**src/rtl/ascon_pkg.sv**
```systemverilog
// rtl/ascon_pkg.sv - Ascon-128a shared constants, phase encoding and helpers
package ascon_pkg;

    localparam logic [63:0]  IV           = 64'h80800c0800000000;
    localparam int           DEF_ROUNDS_A = 12;
    localparam int           DEF_ROUNDS_B = 8;
    localparam logic [127:0] PAD128       = {8'h80, 120'h0};

    typedef enum logic [2:0] {
        ST_IDLE,
        ST_INIT,
        ST_ADATA,
        ST_APAD,
        ST_CDATA,
        ST_FINAL
    } phase_e;

    // idx is the position within the full 12-round schedule (0..11)
    function automatic logic [7:0] round_const(input logic [3:0] idx);
        return 8'hf0 - ({4'h0, idx} * 8'h0f);
    endfunction

    function automatic logic [63:0] ror64(input logic [63:0] x, input int n);
        return (x >> n) | (x << (64 - n));
    endfunction

endpackage

```
**src/rtl/ascon_round.sv**
```systemverilog
// rtl/ascon_round.sv - one combinational Ascon permutation round (pc, ps, pl)
module ascon_round
    import ascon_pkg::*;
(
    input  logic [319:0] s_i,
    input  logic [7:0]   rc_i,
    output logic [319:0] s_o
);

    logic [63:0] x0, x1, x2, x3, x4;
    logic [63:0] a0, a1, a2, a3, a4;
    logic [63:0] b0, b1, b2, b3, b4;
    logic [63:0] c0, c1, c2, c3, c4;

    assign x0 = s_i[319:256];
    assign x1 = s_i[255:192];
    assign x2 = s_i[191:128] ^ {56'h0, rc_i};
    assign x3 = s_i[127:64];
    assign x4 = s_i[63:0];

    // Bitsliced 5-bit S-box: input mix, chi, output mix
    assign a0 = x0 ^ x4;
    assign a1 = x1;
    assign a2 = x2 ^ x1;
    assign a3 = x3;
    assign a4 = x4 ^ x3;

    assign b0 = a0 ^ (~a1 & a2);
    assign b1 = a1 ^ (~a2 & a3);
    assign b2 = a2 ^ (~a3 & a4);
    assign b3 = a3 ^ (~a4 & a0);
    assign b4 = a4 ^ (~a0 & a1);

    assign c0 = b0 ^ b4;
    assign c1 = b1 ^ b0;
    assign c2 = ~b2;
    assign c3 = b3 ^ b2;
    assign c4 = b4;

    assign s_o[319:256] = c0 ^ ror64(c0, 19) ^ ror64(c0, 28);
    assign s_o[255:192] = c1 ^ ror64(c1, 61) ^ ror64(c1, 39);
    assign s_o[191:128] = c2 ^ ror64(c2, 1)  ^ ror64(c2, 6);
    assign s_o[127:64]  = c3 ^ ror64(c3, 10) ^ ror64(c3, 17);
    assign s_o[63:0]    = c4 ^ ror64(c4, 7)  ^ ror64(c4, 41);

endmodule

```
**src/rtl/decrypt_1block_128a.sv**
```systemverilog
// rtl/decrypt_1block_128a.sv - iterative Ascon-128a one-block decryptor with tag check
module decrypt_1block_128a
    import ascon_pkg::*;
#(
    parameter int ROUNDS_A = DEF_ROUNDS_A,
    parameter int ROUNDS_B = DEF_ROUNDS_B,
    parameter bit GATE_PT  = 1'b1
) (
    input  logic         CLK,
    input  logic         RST,
    input  logic         start,
    input  logic [127:0] SK,
    input  logic [127:0] N,
    input  logic [127:0] A,
    input  logic [127:0] C,
    input  logic [127:0] T,
    output logic         busy,
    output logic         done,
    output logic [127:0] P,
    output logic         tag_ok
);

    localparam int            CW     = $clog2(ROUNDS_A);
    localparam logic [CW-1:0] LAST_A = CW'(ROUNDS_A - 1);
    localparam logic [CW-1:0] LAST_B = CW'(ROUNDS_B - 1);
    localparam logic [3:0]    A_OFF  = 4'(12 - ROUNDS_A);
    localparam logic [3:0]    B_OFF  = 4'(12 - ROUNDS_B);

    phase_e        state_q, state_d;
    logic [CW-1:0] cnt_q, cnt_d;
    logic [319:0]  s_q, s_d;
    logic [127:0]  sk_q, sk_d, a_q, a_d, c_q, c_d, t_q, t_d;
    logic [127:0]  pint_q, pint_d, p_q, p_d;
    logic          fin_q, fin_d, busy_q, busy_d, done_q, done_d, tag_ok_q, tag_ok_d;

    logic [319:0]  round_in, round_out;
    logic [3:0]    rc_idx;
    logic [7:0]    rc;
    logic [127:0]  tag_calc;
    logic          completing;

    // Pre-round XORs on the first round of each phase
    always_comb begin
        round_in = s_q;
        rc_idx   = 4'(cnt_q) + A_OFF;
        case (state_q)
            ST_ADATA: begin
                rc_idx = 4'(cnt_q) + B_OFF;
                if (cnt_q == '0) round_in[319:192] = s_q[319:192] ^ a_q;
            end
            ST_APAD: begin
                rc_idx = 4'(cnt_q) + B_OFF;
                if (cnt_q == '0) round_in[319:192] = s_q[319:192] ^ PAD128;
            end
            ST_CDATA: begin
                rc_idx = 4'(cnt_q) + B_OFF;
                if (cnt_q == '0) round_in[319:192] = c_q;
            end
            ST_FINAL: begin
                if (cnt_q == '0 && !fin_q) begin
                    round_in[319:192] = s_q[319:192] ^ PAD128;
                    round_in[191:64]  = s_q[191:64] ^ sk_q;
                end
            end
            default: ;
        endcase
    end

    assign rc = round_const(rc_idx);

    ascon_round u_round (
        .s_i  (round_in),
        .rc_i (rc),
        .s_o  (round_out)
    );

    always_comb begin
        state_d    = state_q;
        cnt_d      = cnt_q;
        s_d        = s_q;
        sk_d       = sk_q;
        a_d        = a_q;
        c_d        = c_q;
        t_d        = t_q;
        pint_d     = pint_q;
        p_d        = p_q;
        fin_d      = fin_q;
        busy_d     = busy_q;
        done_d     = 1'b0;
        tag_ok_d   = tag_ok_q;
        completing = 1'b0;
        tag_calc   = s_q[127:0] ^ sk_q;

        case (state_q)
            ST_INIT: begin
                s_d   = round_out;
                cnt_d = cnt_q + 1'b1;
                if (cnt_q == LAST_A) begin
                    s_d[127:0] = round_out[127:0] ^ sk_q;
                    cnt_d      = '0;
                    state_d    = ST_ADATA;
                end
            end
            ST_ADATA: begin
                s_d   = round_out;
                cnt_d = cnt_q + 1'b1;
                if (cnt_q == LAST_B) begin
                    cnt_d   = '0;
                    state_d = ST_APAD;
                end
            end
            ST_APAD: begin
                s_d   = round_out;
                cnt_d = cnt_q + 1'b1;
                if (cnt_q == LAST_B) begin
                    s_d[0]  = round_out[0] ^ 1'b1;
                    cnt_d   = '0;
                    state_d = ST_CDATA;
                end
            end
            ST_CDATA: begin
                if (cnt_q == '0) pint_d = s_q[319:192] ^ c_q;
                s_d   = round_out;
                cnt_d = cnt_q + 1'b1;
                if (cnt_q == LAST_B) begin
                    cnt_d   = '0;
                    state_d = ST_FINAL;
                end
            end
            ST_FINAL: begin
                if (fin_q) begin
                    // Rounds finished last edge; this edge publishes the result
                    completing = 1'b1;
                    tag_ok_d   = (tag_calc == t_q);
                    p_d        = (GATE_PT && (tag_calc != t_q)) ? '0 : pint_q;
                    done_d     = 1'b1;
                    busy_d     = 1'b0;
                    fin_d      = 1'b0;
                    cnt_d      = '0;
                    state_d    = ST_IDLE;
                end else begin
                    s_d   = round_out;
                    cnt_d = cnt_q + 1'b1;
                    if (cnt_q == LAST_A) begin
                        cnt_d = '0;
                        fin_d = 1'b1;
                    end
                end
            end
            default: ;
        endcase

        if (start && (state_q == ST_IDLE || completing)) begin
            sk_d    = SK;
            a_d     = A;
            c_d     = C;
            t_d     = T;
            s_d     = {IV, SK, N};
            cnt_d   = '0;
            fin_d   = 1'b0;
            busy_d  = 1'b1;
            state_d = ST_INIT;
        end
    end

    always_ff @(posedge CLK) begin
        if (RST) begin
            state_q  <= ST_IDLE;
            cnt_q    <= '0;
            s_q      <= '0;
            sk_q     <= '0;
            a_q      <= '0;
            c_q      <= '0;
            t_q      <= '0;
            pint_q   <= '0;
            p_q      <= '0;
            fin_q    <= 1'b0;
            busy_q   <= 1'b0;
            done_q   <= 1'b0;
            tag_ok_q <= 1'b0;
        end else begin
            state_q  <= state_d;
            cnt_q    <= cnt_d;
            s_q      <= s_d;
            sk_q     <= sk_d;
            a_q      <= a_d;
            c_q      <= c_d;
            t_q      <= t_d;
            pint_q   <= pint_d;
            p_q      <= p_d;
            fin_q    <= fin_d;
            busy_q   <= busy_d;
            done_q   <= done_d;
            tag_ok_q <= tag_ok_d;
        end
    end

    assign busy   = busy_q;
    assign done   = done_q;
    assign P      = p_q;
    assign tag_ok = tag_ok_q;

endmodule

```
**config.mk**
```make
export PLATFORM = sky130hd
export DESIGN_NAME = decrypt_1block_128a
export DESIGN_NICKNAME = d
export VERILOG_FILES = /design/src/rtl/ascon_pkg.sv /design/src/rtl/ascon_round.sv /design/src/rtl/decrypt_1block_128a.sv
export SDC_FILE = /design/constraint.sdc
export NUM_CORES = 2
export LEC_CHECK = 0
export BUFFER_PORTS_ARGS = -buffer_cell sky130_fd_sc_hd__buf_2
export CORE_MARGIN = 3
export CORE_UTILIZATION = 31
export DETAILED_ROUTE_END_ITERATION = 8
export SLEW_MARGIN = 20
export SYNTH_ARGS = -nofsm -noshare
export SYNTH_HDL_FRONTEND = slang
export SYNTH_SLANG_ARGS = --single-unit
```
**constraint.sdc**
```tcl
create_clock -name CLK -period 14.9 [get_ports CLK]
set_input_delay 0.745 -clock CLK [delete_from_list [all_inputs] [get_ports CLK]]
set_output_delay 0.745 -clock CLK [all_outputs]
set_load 0.02 [all_outputs]
```
==> impl_results.md <==
- CTS Buf Count: 135
- Fmax: 155 MHz
- Mean Syn Cell Area: 8.08 sq um
- FF-to-FF setup slack: 8.46 ns
- # fillers: 22880
- Detail-routed via count per cell: 5.64
- P&R area growth vs syn: 16.8%
- Hold Path Class: in2reg
- Slew @ Worst Pin: 1.32 ns
- Startpoint types: flop
- Clock transition at path regs: 0.07 ns
- Pwr dens: 316 nW/um^2
- Max-cap viol count: 0
- Critical Path Sink Type: flop
- DP Worst Slack: 8.58 ns
- Register area share after synthesis: 32.2%
- Synthesized cell area: 68300 sq um
- WHS Path Cells: 3
- Placer Congestion: 1.04
- Warning count from the yosys run: 0
- Layout Cells excl Fill: 11947
- Clock buffer depth: 3
- Clk_lat worst skew: 0.84 ns
- CP Class: reg2reg
- Post_cts resized: 0
- Setup ws final: 8.46 ns
- Dominant synthesized flop cell: dfxtp_1
- Layout cells sized above 1: 15.0%
- CP required: 15.64 ns
- Final hold viol count: 0
- Crit path max fanout: 30
- Slew margin rel.: 11.5%
- ANT nets after route: 0
- Worst Hold Slack: 0.153 ns
- Final setup fails: 0
- Fin Setup TNS: 0 ns
- CTS tree: done
- Dpl hpwl: 342 mm
- Via count of the first global-routing pass: 61093
- Pre-Repair DR Iteration Count: 6
- Initial core utilization: 31.3%
- GRT overflow: 0
- Clock sink count: 1099
- Row count: 171
- R2R cell count: 19
- #FFs+latches synth: 1099
- Tmin final: 6.44 ns
- GR Util All Layers: 35.7%
- Io pins: 774
- Max-slew violation count: 0
- Post-CTS setup buffer count: 0
- Cts-stage hold buffer count: 0
- Clock root buffer: clkbuf_16
- First-pass GRT wire length: 550 mm
- DR WL/cell: 35.2 um
- Vias: 67418
- Initial antenna violation count: 27
- Core ar.: 218000 sq um
- P_leak: 29.7 nW
- Clk_skew: 0.0486 ns
- Fin nets: 9772
- Syn nets: 9249
- Die height: 476 um
- Status: complete, no violations
- Total power: 0.0252 W
- Final WL: 421 mm
- Htree depth: 4
- Synth Instances: 8454
- Die area: 226000 sq um
- DRC Markers: 0
- Synth unique cells: 97
- Largest net degree at the start of global routing: 197
- Die width: 476 um
- Ys async rst share: 0%
- Final period utilization: 43.2%
- Post-synth EDFFs: 0
- Placed cell count: 11694
- RSZ-0062 raised after global routing: false
- Critical path arrival: 7.18 ns
- Peak supply drop: 0.157 mV
- Port bufs: 773
- DR iter-0 viols: 8738
## metrics by stage
| step | util, % | instance area (sq um) |
|---|---|---|
| global placement | 34.4 | 75100 |
| finish | 36.6 | 79800 |
| detailed placement | 34.4 | 75200 |
| floorplan | - | 68300 |
| CTS | 36.6 | 79800 |
| global route | 36.6 | 79800 |
## worst paths after layout
path / start / endpoint
worst min register to register: busy$_SDFFE_PP0P_ / busy$_SDFFE_PP0P_
worst max register to register: state_q[0]$_SDFFE_PP0P_ / s_q[196]$_SDFFE_PP0P_
worst max-delay path: state_q[0]$_SDFFE_PP0P_ / s_q[196]$_SDFFE_PP0P_
worst min-delay path: C[115] / c_q[115]$_SDFFE_PP0P_
## layout by cell type, fill, tap and decap left out, drive strengths merged, types with 52 or more instances in the layout
cell and instances:
a211oi 164, a21o 66, a21oi 757, a22oi 162, a311o 52, and3 52, buf 946, clkbuf 184
dfxtp 1099, ha 148, maj3 62, mux2i 71, nand2 1781, nand2b 54, nand3 143, nor2 498
nor2b 120, nor3 126, o211ai 79, o21a 67, o21ai 99, o22ai 96, xnor2 1251, xor2 412
## sequential cells by signal, summed over array words and instances, names as in the netlist
name     flops
s_q        320
P          128
a_q        128
c_q        128
pint_q     128
sk_q       128
t_q        128
cnt_q        4
state_q      3
busy         1
done         1
fin_q        1
tag_ok       1
## layer usage
| metal | vias up | track usage (%) | part of all wire, % |
|---|---|---|---|
| met3 | 653 | 7.32 | 9.6 |
| li1 | 29734 | - | - |
| met5 | - | 0 | 0.021 |
| met2 | 3945 | 50.8 | 40 |
| met1 | 33074 | 49.9 | 44 |
| met4 | 12 | 19.7 | 6.5 |
## critical path: stages (launching register included)
cell and delay (ns):
dfxtp_1 0.90, nand2b_1 0.26, o21ai_0 0.12, xnor2_1 0.39, inv_1 0.19, fa_1 0.43
fa_1 0.55, inv_1 0.04, ha_1 0.26, inv_1 0.04, ha_1 0.31, xnor2_1 0.18
xnor2_1 0.42, xnor2_1 0.23, ha_1 0.30, xnor3_1 0.34, xor2_1 0.74, xnor2_1 0.19
xnor2_1 0.18, a211oi_1 0.25
## cell type report
class / count / area [sq um] / area share [%]
Clock buffer: 184 / 3830 / 4.80
Inverter: 44 / 178 / 0.223
Tap cell: 2854 / 3570 / 4.47
Antenna cell: 12 / 30.0 / 0.0376
Clock inverter: 57 / 800 / 1.00
Sequential cell: 1099 / 22000 / 27.6
Timing Repair Buffer: 946 / 5280 / 6.61
Multi-Input combinational cell: 6751 / 44100 / 55.3
## where the power goes
part | switching [W] | total (W) | internal (W)
Combinational | 0.0110 | 0.0175 | 0.00648
Sequential | 0.000812 | 0.00414 | 0.00333
Clock | 0.00153 | 0.00352 | 0.00199
## logic make-up after synthesis
logic type               share of synthesized area (%)
XOR/XNOR                                          23.0
multiplexers                                      1.14
buffers and inverters                             3.81
AND/OR/NAND/NOR                                   18.6
AO/OA/AOI/OAI                                     17.5
adder cells (fa/ha/maj)                           3.74
flip-flops                                        32.2
## synthesized netlist by cell type (25+ instances only)
library cell  instances  area (sq um)
nand2_1            1781          6690
xnor2_1            1205         10600
dfxtp_1            1099         22000
a21oi_1             757          3790
nor2_1              496          1860
xor2_1              406          3560
clkbuf_1            392          1470
a22oi_1             162          1220
a211oi_1            153          1150
ha_1                148          1850
nand3_1             143           716
nor3_1              124           621
nor2b_1             120           751
o22ai_1              96           601
buf_2                94           470
o211ai_1             78           586
o21ai_0              77           385
mux2i_1              71           711
o21a_1               67           503
a21o_1               66           495
maj3_1               58           581
nand2b_1             54           338
a311o_1              52           521
and3_1               52           325
a2bb2oi_1            48           420
xnor2_2              45           732
inv_1                40           150
a21boi_0             31           233
buf_1                31           116
nand4b_1             30           263
buf_4                28           210
o2bb2ai_1            28           245
xnor3_1              28           631
and2_1               27           169
or3_1                25           156
(Power assumes the default switching activity.)
